## src/rtl/mem_stage.sv

```systemverilog
// mem_stage: memory stage between execute and writeback.
//
// Loads (LW, LW_S) and stores (SW, SW_S) use the execute result alu_d as a byte
// address and access a synchronous single-port data RAM. All other ops pass
// alu_d straight to writeback. Writeback uses a registered valid/ready record.
//
// Ports:
//   clk, rstn           clock, synchronous active-low reset
//   in_valid/in_ready   handshake from execute
//   is_sorf, op         op class and opcode (op only decoded when is_sorf == 00)
//   alu_d, store_data   execute result / byte address, store value
//   wb_en/wb_dst/wb_fpr register write intent from decode
//   mem_*               data RAM port (mem_rdata valid MEM_LATENCY cycles after mem_en)
//   out_*               writeback record, out_valid/out_ready handshake
//
// Optional feature macro: MEM_ALIGN_CHECK_EN. When defined, a load/store with
// alu_d[1:0] != 0 skips the memory access and returns out_err = 1. When not
// defined, the low address bits are ignored and out_err is tied low.

module mem_stage #(
    parameter int unsigned ADDR_WIDTH  = 16,
    parameter int unsigned MEM_LATENCY = 1
) (
    input  logic                  clk,
    input  logic                  rstn,
    input  logic                  in_valid,
    output logic                  in_ready,
    input  logic [1:0]            is_sorf,
    input  logic [5:0]            op,
    input  logic [31:0]           alu_d,
    input  logic [31:0]           store_data,
    input  logic                  wb_en,
    input  logic [4:0]            wb_dst,
    input  logic                  wb_fpr,
    output logic                  mem_en,
    output logic                  mem_we,
    output logic [ADDR_WIDTH-1:0] mem_addr,
    output logic [31:0]           mem_wdata,
    input  logic [31:0]           mem_rdata,
    output logic                  out_valid,
    input  logic                  out_ready,
    output logic [31:0]           out_data,
    output logic                  out_we,
    output logic [4:0]            out_dst,
    output logic                  out_fpr,
    output logic                  out_err
);

    localparam logic [5:0] OpLw  = 6'b100011;
    localparam logic [5:0] OpLwS = 6'b110001;
    localparam logic [5:0] OpSw  = 6'b101011;
    localparam logic [5:0] OpSwS = 6'b111001;

    // WAIT lasts MEM_LATENCY cycles; data is captured on its last one.
    localparam logic [2:0] LastCnt = 3'(MEM_LATENCY - 1);

    typedef enum logic [1:0] {
        StIdle,
        StIssue,
        StWait,
        StResp
    } state_e;

    state_e state_q, state_d;

    logic                  out_valid_q, out_valid_d;
    logic [31:0]           out_data_q, out_data_d;
    logic                  out_we_q, out_we_d;
    logic [4:0]            out_dst_q, out_dst_d;
    logic                  out_fpr_q, out_fpr_d;
    logic                  mem_en_q, mem_en_d;
    logic                  mem_we_q, mem_we_d;
    logic [ADDR_WIDTH-1:0] mem_addr_q, mem_addr_d;
    logic [31:0]           mem_wdata_q, mem_wdata_d;
    logic                  load_q, load_d;
    logic [2:0]            cnt_q, cnt_d;

    logic is_load, is_store, do_load, do_store, accept;

    assign is_load  = (is_sorf == 2'b00) && ((op == OpLw) || (op == OpLwS));
    assign is_store = (is_sorf == 2'b00) && ((op == OpSw) || (op == OpSwS));

`ifdef MEM_ALIGN_CHECK_EN
    logic misaligned;
    logic out_err_q, out_err_d;
    assign misaligned = (is_load || is_store) && (alu_d[1:0] != 2'b00);
    assign do_load    = is_load && !misaligned;
    assign do_store   = is_store && !misaligned;
    assign out_err    = out_err_q;
`else
    assign do_load  = is_load;
    assign do_store = is_store;
    assign out_err  = 1'b0;
`endif

    // RESP accepts a new op in the same cycle its record drains, so a PASS
    // stream sustains one result per cycle.
    assign in_ready = ((state_q == StIdle) || (state_q == StResp)) &&
                      (!out_valid_q || out_ready);
    assign accept   = in_valid && in_ready;

    always_ff @(posedge clk) begin
        if (!rstn) begin
            state_q <= StIdle;
        end else begin
            state_q <= state_d;
        end
    end

    always_comb begin
        state_d = state_q;
        case (state_q)
            StIdle, StResp: begin
                if (accept) begin
                    state_d = (do_load || do_store) ? StIssue : StResp;
                end else if ((state_q == StResp) && out_ready) begin
                    state_d = StIdle;
                end
            end
            StIssue: state_d = load_q ? StWait : StResp;
            StWait: begin
                if (cnt_q == LastCnt) begin
                    state_d = StResp;
                end
            end
            default: state_d = StIdle;
        endcase
    end

    always_comb begin
        out_valid_d = (state_d == StResp);
        out_data_d  = out_data_q;
        out_we_d    = out_we_q;
        out_dst_d   = out_dst_q;
        out_fpr_d   = out_fpr_q;
        mem_en_d    = (state_d == StIssue);
        mem_we_d    = accept && do_store;
        mem_addr_d  = mem_addr_q;
        mem_wdata_d = mem_wdata_q;
        load_d      = load_q;
        cnt_d       = cnt_q;
`ifdef MEM_ALIGN_CHECK_EN
        out_err_d   = out_err_q;
`endif

        if (accept) begin
            // Stores never write a register; loads overwrite out_data later.
            out_data_d = alu_d;
            out_we_d   = wb_en && !is_store;
            out_dst_d  = wb_dst;
            out_fpr_d  = wb_fpr;
            load_d     = do_load;
            if (do_load || do_store) begin
                mem_addr_d = alu_d[ADDR_WIDTH+1:2];
            end
            if (do_store) begin
                mem_wdata_d = store_data;
            end
`ifdef MEM_ALIGN_CHECK_EN
            out_err_d = misaligned;
            if (misaligned) begin
                out_we_d = 1'b0;
            end
`endif
        end

        if (state_q == StIssue) begin
            cnt_d = '0;
        end else if (state_q == StWait) begin
            cnt_d = cnt_q + 3'd1;
            if (cnt_q == LastCnt) begin
                out_data_d = mem_rdata;
            end
        end
    end

    always_ff @(posedge clk) begin
        if (!rstn) begin
            out_valid_q <= 1'b0;
            out_data_q  <= '0;
            out_we_q    <= 1'b0;
            out_dst_q   <= '0;
            out_fpr_q   <= 1'b0;
            mem_en_q    <= 1'b0;
            mem_we_q    <= 1'b0;
            mem_addr_q  <= '0;
            mem_wdata_q <= '0;
            load_q      <= 1'b0;
            cnt_q       <= '0;
        end else begin
            out_valid_q <= out_valid_d;
            out_data_q  <= out_data_d;
            out_we_q    <= out_we_d;
            out_dst_q   <= out_dst_d;
            out_fpr_q   <= out_fpr_d;
            mem_en_q    <= mem_en_d;
            mem_we_q    <= mem_we_d;
            mem_addr_q  <= mem_addr_d;
            mem_wdata_q <= mem_wdata_d;
            load_q      <= load_d;
            cnt_q       <= cnt_d;
        end
    end

`ifdef MEM_ALIGN_CHECK_EN
    always_ff @(posedge clk) begin
        if (!rstn) begin
            out_err_q <= 1'b0;
        end else begin
            out_err_q <= out_err_d;
        end
    end
`endif

    assign out_valid = out_valid_q;
    assign out_data  = out_data_q;
    assign out_we    = out_we_q;
    assign out_dst   = out_dst_q;
    assign out_fpr   = out_fpr_q;
    assign mem_en    = mem_en_q;
    assign mem_we    = mem_we_q;
    assign mem_addr  = mem_addr_q;
    assign mem_wdata = mem_wdata_q;

endmodule

```

## config.mk

```make
export PLATFORM = sky130hd
export DESIGN_NAME = mem_stage
export DESIGN_NICKNAME = d
export VERILOG_FILES = /design/src/rtl/mem_stage.sv
export SDC_FILE = /design/constraint.sdc
export NUM_CORES = 1
export LEC_CHECK = 0
export ABC_CLOCK_PERIOD_IN_PS = 2500
export CAP_MARGIN = 20
export CORE_ASPECT_RATIO = 1.75
export CORE_UTILIZATION = 25
export DETAILED_ROUTE_END_ITERATION = 8
export PLACE_DENSITY = 0.64
export SYNTH_ARGS = -nofsm -noshare
export SYNTH_HDL_FRONTEND = slang
export SYNTH_SLANG_ARGS = --single-unit
```

## constraint.sdc

```tcl
create_clock -name clk -period 2.5 [get_ports clk]
set_clock_uncertainty 0.1 [all_clocks]
set_input_delay 0.5 -clock clk [delete_from_list [all_inputs] [get_ports clk]]
set_output_delay 0.5 -clock clk [all_outputs]
set_load 0.02 [all_outputs]
```

==> run summary, run 1 <==
setup tns final = 0 ns
area grow syn2layout = 63.2%
Hold WS = 0.362 ns
Final WS setup = 0.248 ns
initial core utilization = 25.4%
Tmin final = 2.25 ns
fin. max-slew vios = 0
CORE AREA = 0.0159 mm²
PwrDens = 888 mW/mm²
utilization after layout = 41.5%
mean area per synthesized cell = 8.36 µm²
Worst R2R Setup Slack = 0.53 ns
Fmax achieved = 444 MHz
CTS tree = yes
die area = 0.0167 mm²
worst hold endpoint = mem_addr[12]$_SDFFE_PN0P_
Die Height = 170 µm
Synth Cell Area = 0.00404 mm²
RSZ-0062 raised after global routing = no
Post-Syn Instances = 483
worst reg2reg endpoint = mem_addr[6]$_SDFFE_PN0P_
worst hold start = mem_addr[12]$_SDFFE_PN0P_
routed vias/inst = 4.78
Die W = 98.1 µm
Net Count, Synth = 603
commonest non-fill, non-tap cells in the layout = clkdlybuf4s50_1, nand2_1, dfxtp_1
crit path DAT = 1.65 ns
crit-path cells = inv_1, ha_1, and2_1, dlygate4sd2_1
Worst-path clk slew = 0.07 ns
Slew headroom = 58.8%
cts hold-fix bufs = 0
outcome = finished, violations left
router iterations before antenna repair = 7
Inst Count DP = 846
layout cells sized above 1 = 5.20%
PortBufs = 205
nets@finish = 788
failing checks = DRC
cts bufs inserted = 9
Leak = 2.30 nW
WL final = 13,300 µm
flip-flop and latch count after synthesis = 96
worst slew pin tran = 0.618 ns
Max FO, Critical Path = 6
Fin. Hold Viols = 0
initial antenna violation count = 0
Residual DRC = 15
Hold/Removal Path Class = reg -> reg
clk buf depth = 2
PostCTS Resize Cnt = 1
final instance area = 0.00659 mm²
DPL Wire Length = 9660 µm
length in cells of the worst reg-to-reg path = 6
root buf cell = clkbuf_16
Routed Antenna Nets = 0
vias = 4,119
commonest non-fill, non-tap cell in the layout = clkdlybuf4s50_1
I/O pin count = 207
largest net degree at the start of global routing = 65
Unique masters post-synth = 34
grt total ovfl = 0
CP Class = reg -> out
Setup WS pre-CTS = 0.0556 ns
total power draw = 5.85 mW
Setup crit end kind = primary output
DP Area = 0.00626 mm²
vias in the first global route = 4,306
Required @ worst endpoint = 1.90 ns
wire length per cell = 15.4 µm
Final Non-Filler Cells = 862
worst-skew pair later-pin latency = 0.33 ns
total of max-cap violations = 0
H-tree Lvls = 3
GPL Wtd Cong = 0.725
Startpoint Class = flip-flop
CP max-delay cell = dfxtp_1
first-pass GRT wire length = 21,000 µm
worst r2r src = state_q[0]$_SDFF_PN0_
Seq/Total Area, Yosys = 47.6%
Period Utilization, post-route = 90.1%
number of DRC markers in iteration 0 = 130
maximum VDD drop = 438 µV
Sink Count = 96
ant diodes = 0
number of placement rows = 61
Max stage delay on crit path = 0.41 ns
total track usage = 15.8%
synth warn = 0
# setup viols final = 0
Hold Path Depth = 2
postcts setup bufs = 0
==> worst max-delay path, delay by kind of cell (launching register included) <==
kind / cells / cell delay (ns)
and+or+nand+nor: 1 / 0.15
DFF: 1 / 0.41
adders and majority gates: 1 / 0.36
buffers and inverters: 2 / 0.40
==> synthesized netlist by cell type <==
library cell  number  area [µm²]
a211oi_1           1        7.51
a21boi_0          36         270
a21boi_1           2        15.0
a21oi_1            1        5.00
a221oi_1           1        8.76
a31oi_1           32         200
a32o_1             1        10.0
a32oi_1            1        8.76
and2_1             5        31.3
and2_4             2        17.5
and3_1             3        18.8
and3_4             1        11.3
buf_12             1        20.0
buf_2             13        65.1
buf_4              1        7.51
buf_6              2        22.5
clkbuf_1          26        97.6
conb_1             1        3.75
dfxtp_1           96        1920
ha_1               5        62.6
inv_1              5        18.8
mux2_2             1        11.3
mux2i_1           17         170
nand2_1          114         428
nand2b_1           2        12.5
nand2b_4           1        13.8
nand3_1           34         170
nand3b_1           1        7.51
nor2_1             3        11.3
nor2b_1            4        25.0
nor3b_1            1        7.51
o21ai_0           66         330
xnor2_1            1        8.76
xor2_1             2        17.5
==> per-layer routing <==
metal / wire, µm / part of all wire [%] / GRT usage, %
met1: 4980 / 37 / 15.8
met2: 7160 / 54 / 30.6
met3: 819 / 6.2 / 3.45
met4: 352 / 2.6 / 7.18
met5: 0 / 0 / 0
==> cells by family after synthesis <==
| group | synth area share [%] |
|---|---|
| adder cells (fa/ha/maj) | 1.55 |
| XOR/XNOR | 0.651 |
| other | 0.0929 |
| multiplexers | 4.49 |
| flip-flops | 47.6 |
| AO/OA/AOI/OAI | 21.2 |
| buffers and inverters | 5.73 |
| AND/OR/NAND/NOR | 18.7 |
==> power breakdown <==
group	internal, mW	leakage, nW	total [mW]	switching [mW]
combinational	1.04	1.36	2.31	1.27
sequential	1.84	0.782	2.02	0.175
clock	0.890	0.158	1.52	0.629
==> flip-flops by register name, indices dropped and copies added (netlist names), 2 cells and up <==
| signal | cells |
|---|---|
| mem_wdata | 32 |
| out_data | 32 |
| mem_addr | 16 |
| out_dst | 5 |
| cnt_q | 3 |
| state_q | 2 |
==> layout make-up <==
cell class                      count  area, µm²
Sequential cell                    96       1920
Timing Repair Buffer              217       2200
Tap cell                          189        236
Fill cell                        1585       9290
Multi-Input combinational cell    339       1890
Clock inverter                      7        101
Clock buffer                        9        225
Inverter                            5       18.8
==> worst max path at each step <==
stage / start / endpoint / depth (start not counted)
detailed placement: out_ready / in_ready / 4
finish: state_q[0]$_SDFF_PN0_ / in_ready / 4
floorplan: state_q[0]$_SDFF_PN0_ / mem_addr[0]$_SDFFE_PN0P_ / 9
global route: state_q[0]$_SDFF_PN0_ / in_ready / 4
CTS: state_q[0]$_SDFF_PN0_ / in_ready / 4
global placement: out_ready / in_ready / 4
(Power assumes the default switching activity.)
==> run 2, diff against run 1 <==
--- a/config.mk
+++ b/config.mk
@@ -11,6 +11,7 @@
 export CORE_UTILIZATION = 25
 export DETAILED_ROUTE_END_ITERATION = 8
 export PLACE_DENSITY = 0.64
+export REMOVE_ABC_BUFFERS = 1
 export SYNTH_ARGS = -nofsm -noshare
 export SYNTH_HDL_FRONTEND = slang
 export SYNTH_SLANG_ARGS = --single-unit
==> run 2 against run 1 <==
Against the previous run:
- worst setup slack worse by 0.038 ns
- sequential power is essentially flat
- hold slack got worse by 0.0022 ns
- critical path depth unchanged
- critical endpoint unchanged
- design area decreased by 0.30%
- the run still ends with DRC left
- clock-buffer cell count unchanged
- largest power group unchanged
- first-iteration DRC count grew 11%
==> run summary, run 2 (synthesized netlist as in run 1, its figures left out) <==
outcome = finished, violations left
failing checks = DRC
utilization after layout = 41.4% (-0.13 points)
Fmax achieved = 437 MHz (-1.7%)
CORE AREA = 0.0159 mm² (unchanged)
routed vias/inst = 4.75 (-0.65%)
Final Non-Filler Cells = 863 (+0.12%)
Hold/Removal Path Class = reg -> reg
PortBufs = 205 (unchanged)
cts hold-fix bufs = 0 (unchanged)
grt total ovfl = 0 (unchanged)
CP Class = reg -> out
total of max-cap violations = 0 (unchanged)
crit path DAT = 1.69 ns (+0.04 ns)
postcts setup bufs = 0 (unchanged)
ant diodes = 0 (unchanged)
initial core utilization = 25.4% (unchanged)
setup tns final = 0 ns (unchanged)
largest net degree at the start of global routing = 67 (+3.1%)
CTS tree = yes
# setup viols final = 0 (unchanged)
Leak = 2.29 nW (-0.52%)
vias = 4,097 (-0.53%)
Sink Count = 96 (unchanged)
total power draw = 5.79 mW (-1.0%)
commonest non-fill, non-tap cell in the layout = clkdlybuf4s50_1
Die Height = 170 µm (unchanged)
Required @ worst endpoint = 1.90 ns (about the same)
I/O pin count = 207 (unchanged)
Tmin final = 2.29 ns (+0.0382 ns)
PwrDens = 882 mW/mm² (-0.72%)
FF+latch area = 0.00192 mm² (unchanged)
total track usage = 14.8% (-0.97 points)
worst-skew pair later-pin latency = 0.34 ns (about the same)
Inst Count DP = 847 (+0.12%)
clk buf depth = 2 (unchanged)
router iterations before antenna repair = 7 (unchanged)
PostCTS Resize Cnt = 1 (unchanged)
Routed Antenna Nets = 0 (unchanged)
DPL Wire Length = 9330 µm (-3.4%)
Max FO, Critical Path = 6 (unchanged)
RSZ-0062 raised after global routing = no
number of DRC markers in iteration 0 = 144 (+11%)
die area = 0.0167 mm² (unchanged)
number of placement rows = 61 (unchanged)
area of the multi-input gates = 0.00189 mm² (unchanged)
GPL Wtd Cong = 0.808 (+11%)
Worst-path clk slew = 0.07 ns (about the same)
Residual DRC = 16 (+1)
Setup crit end kind = primary output
Fin. Hold Viols = 0 (unchanged)
filler instances = 1,591 (+0.38%)
vias in the first global route = 3,921 (-8.9%)
Die W = 98.1 µm (unchanged)
commonest non-fill, non-tap cells in the layout = clkdlybuf4s50_1, nand2_1, dfxtp_1
fin. max-slew vios = 0 (unchanged)
Period Utilization, post-route = 91.6% (+1.5 points)
layout cells sized above 1 = 5.34% (+0.14 points)
Startpoint Class = flip-flop
wire length per cell = 14.8 µm (-4.2%)
WL final = 12,800 µm (-4.1%)
nets@finish = 789 (+0.13%)
H-tree Lvls = 3 (unchanged)
area grow syn2layout = 62.7%
initial antenna violation count = 0 (unchanged)
root buf cell = clkbuf_16
cts bufs inserted = 9 (unchanged)
maximum VDD drop = 421 µV (-3.9%)
first-pass GRT wire length = 19,600 µm (-6.7%)
-- run 2: through the flow --
stage	setup WS (ns)	hold WS (ns)	area [µm²]
floorplan	0.0899	0.369	3820
global placement	0.0146	0.342	6260
detailed placement	0.0221	0.348	6260
CTS	0.199	0.361	6570
global route	0.0923	0.374	6570
finish	0.209	0.360	6570
-- run 2: per-layer routing --
layer / GRT usage [%] / share of wire [%]
met4: 6.39 / 2.2
met1: 15.7 / 38
met5: 0 / 0
met2: 27.8 / 53
met3: 3.24 / 6.8
-- run 2: where the power goes --
group	switching, mW	total, mW	internal [mW]
logic	1.26	2.30	1.04
clock network	0.662	1.46	0.800
registers	0.183	2.03	1.84
total	2.11	5.79	3.68
-- run 2: cell type report --
cell class / count / share of cell area (%)
flip-flops and latches: 96 / 29.3
clock inverters: 7 / 1.31
inverters: 5 / 0.286
clock buffers: 9 / 3.43
repair buffers: 218 / 33.4
well taps: 189 / 3.60
multi-input cells: 339 / 28.7
-- run 2: critical path, stage by stage (launching register included) --
cell and delay [ns]:
dfxtp_1 0.41, inv_1 0.07, ha_1 0.37, and2_1 0.16
dlygate4sd2_1 0.34
-- run 2: worst paths after layout --
check	from	endpoint	slack (ns)	depth (start not counted)
worst max-delay path	state_q[0]$_SDFF_PN0_	in_ready	0.21	4
worst min-delay path	mem_addr[12]$_SDFFE_PN0P_	mem_addr[12]$_SDFFE_PN0P_	0.36	2
worst max register to register	state_q[0]$_SDFF_PN0_	mem_addr[10]$_SDFFE_PN0P_	0.47	6
worst min register to register	mem_addr[12]$_SDFFE_PN0P_	mem_addr[12]$_SDFFE_PN0P_	0.36	2
==> run 3, diff against run 2 <==
--- a/config.mk
+++ b/config.mk
@@ -8,9 +8,9 @@
 export ABC_CLOCK_PERIOD_IN_PS = 2500
 export CAP_MARGIN = 20
 export CORE_ASPECT_RATIO = 1.75
-export CORE_UTILIZATION = 25
+export CORE_UTILIZATION = 40
 export DETAILED_ROUTE_END_ITERATION = 8
-export PLACE_DENSITY = 0.64
+export PLACE_DENSITY = 0.9
 export REMOVE_ABC_BUFFERS = 1
 export SYNTH_ARGS = -nofsm -noshare
 export SYNTH_HDL_FRONTEND = slang
==> run 3 against run 2 <==
Against the previous run:
- the flow now finishes without violations
- register-to-register slack got worse by 0.04 ns
- via count rose by 0.95%
- worst setup slack got worse by 0.0054 ns
- core utilization rose by 24 points
- non-clock buffer count fell by 1
- sequential cell count did not move
- power fell by 0.67%
- final cell count fell by 7.5%
- largest cell class unchanged
- largest power group unchanged
- highest routed layer unchanged
==> run summary, run 3 (synthesized netlist as in run 1, its figures left out) <==
utilization after layout = 65.8% (+24 points)
commonest non-fill, non-tap cell in the layout = clkdlybuf4s50_1
crit-path cells = inv_1, ha_1, and2_1, dlygate4sd2_1
Routed Antenna Nets = 0 (unchanged)
CORE AREA = 0.00985 mm² (-38%)
cts bufs inserted = 9 (unchanged)
vias in the first global route = 4,084 (+4.2%)
Fin. Hold Viols = 0 (unchanged)
met3 usage = 5.61% (+2.4 points)
I/O pin count = 207 (unchanged)
cts hold-fix bufs = 0 (unchanged)
clk buf depth = 2 (unchanged)
commonest non-fill, non-tap cells in the layout = clkdlybuf4s50_1, nand2_1, dfxtp_1
H-tree Lvls = 3 (unchanged)
layout cells sized above 1 = 4.75% (-0.59 points)
setup tns final = 0 ns (unchanged)
initial core utilization = 41.0% (+16 points)
DPL Wire Length = 8930 µm (-4.3%)
total power draw = 5.75 mW (-0.67%)
worst-skew pair later-pin latency = 0.34 ns (about the same)
total track usage = 23.0% (+8.2 points)
Required @ worst endpoint = 1.90 ns (about the same)
FF+latch area = 0.00192 mm² (unchanged)
CTS tree = yes
crit path DAT = 1.70 ns (about the same)
Max FO, Critical Path = 6 (unchanged)
Leak = 2.28 nW (-0.24%)
Setup crit end kind = primary output
Fmax achieved = 436 MHz (-0.24%)
CP top delay family = flip-flops
area of the multi-input gates = 0.00188 mm² (about the same)
CP max-delay cell = dfxtp_1
RSZ-0062 raised after global routing = no
die area = 0.0105 mm² (-37%)
Die Height = 135 µm (-21%)
largest net degree at the start of global routing = 68 (+1.5%)
CP Class = reg -> out
ant diodes = 0 (unchanged)
GPL Wtd Cong = 0.818 (+1.3%)
postcts setup bufs = 0 (unchanged)
PortBufs = 205 (unchanged)
outcome = completed
maximum VDD drop = 548 µV (+30%)
busiest metal layer after global routing = met2
met1 usage = 23.5% (+7.8 points)
router iterations before antenna repair = 4 (-3)
routed vias/inst = 5.18 (+9.2%)
Tmin final = 2.30 ns (+0.00544 ns)
Residual DRC = 0 (-16)
WL final = 12,200 µm (-4.2%)
met2 usage = 43.5% (+16 points)
Max stage delay on crit path = 0.43 ns (+0.02 ns)
wire length per cell = 15.3 µm (+3.6%)
Startpoint Class = flip-flop
filler instances = 804 (-49%)
Die W = 77.9 µm (-21%)
first-pass GRT wire length = 19,000 µm (-3.1%)
nets@finish = 788 (-0.13%)
grt total ovfl = 0 (unchanged)
initial antenna violation count = 0 (unchanged)
Period Utilization, post-route = 91.8% (+0.22 points)
# setup viols final = 0 (unchanged)
total of max-cap violations = 0 (unchanged)
fin. max-slew vios = 0 (unchanged)
Sink Count = 96 (unchanged)
worst path bufs/invs = 2 (unchanged)
Worst-path clk slew = 0.07 ns (about the same)
number of placement rows = 48 (-21%)
PwrDens = 887 mW/mm² (+0.65%)
vias = 4,136 (+0.95%)
Hold/Removal Path Class = reg -> reg
number of DRC markers in iteration 0 = 150 (+4.2%)
PostCTS Resize Cnt = 1 (unchanged)
root buf cell = clkbuf_16
area grow syn2layout = 60.5%
[run 3: changes by cell type in the layout (fill, tap and decap cells not counted)]
| cell | change |
|---|---|
| and2_1 | +1 |
| inv_8 | -2 |
| clkbuf_1 | +2 |
| buf_4 | -1 |
| inv_6 | -2 |
| and2_2 | -1 |
| clkinv_2 | +1 |
| bufinv_16 | +1 |
[run 3: where the power goes]
group	internal, mW	switching [mW]	total [mW]	leakage (nW)
Clock	0.878	0.574	1.45	0.150
Combinational	1.03	1.24	2.26	1.35
Sequential	1.85	0.189	2.04	0.782
[run 3: worst paths after layout]
path              slack [ns]  depth (start not counted)                  endpoint                     start
setup / recovery        0.20                          4                  in_ready     state_q[0]$_SDFF_PN0_
hold / removal          0.36                          2  mem_addr[8]$_SDFFE_PN0P_  mem_addr[8]$_SDFFE_PN0P_
setup reg to reg        0.43                          6  mem_addr[4]$_SDFFE_PN0P_     state_q[0]$_SDFF_PN0_
hold reg to reg         0.36                          2  mem_addr[8]$_SDFFE_PN0P_  mem_addr[8]$_SDFFE_PN0P_
[run 3: area by class of cell]
type,count,share of cell area [%]
clock buffer,11,3.59
multi-input combinational,339,29.1
clock inverter,5,1.25
tap,125,2.41
inverter,5,0.290
sequential,96,29.7
timing repair buffer,217,33.7
[run 3: metal layers]
metal | share of wire (%) | wire length [µm]
met4 | 2.4 | 298
met5 | 0 | 0
met1 | 37 | 4490
met3 | 6.9 | 844
met2 | 54 | 6590
[run 3: stage by stage]
step                      instances  area (µm²)  worst slack [ns]  hold WS, ns
after floorplan                 440        3820            0.0899        0.369
after global placement          782        6170            0.0899        0.342
after detailed placement        782        6170            0.0703        0.349
after CTS                       798        6480             0.203        0.362
after global routing            798        6480             0.115        0.378
final                           798        6480             0.204        0.360
[run 3: worst min-delay path, cell delays in order (launching register included)]
cell     delay (ns)
dfxtp_1        0.31
nand2_1        0.05
mux2i_1        0.05
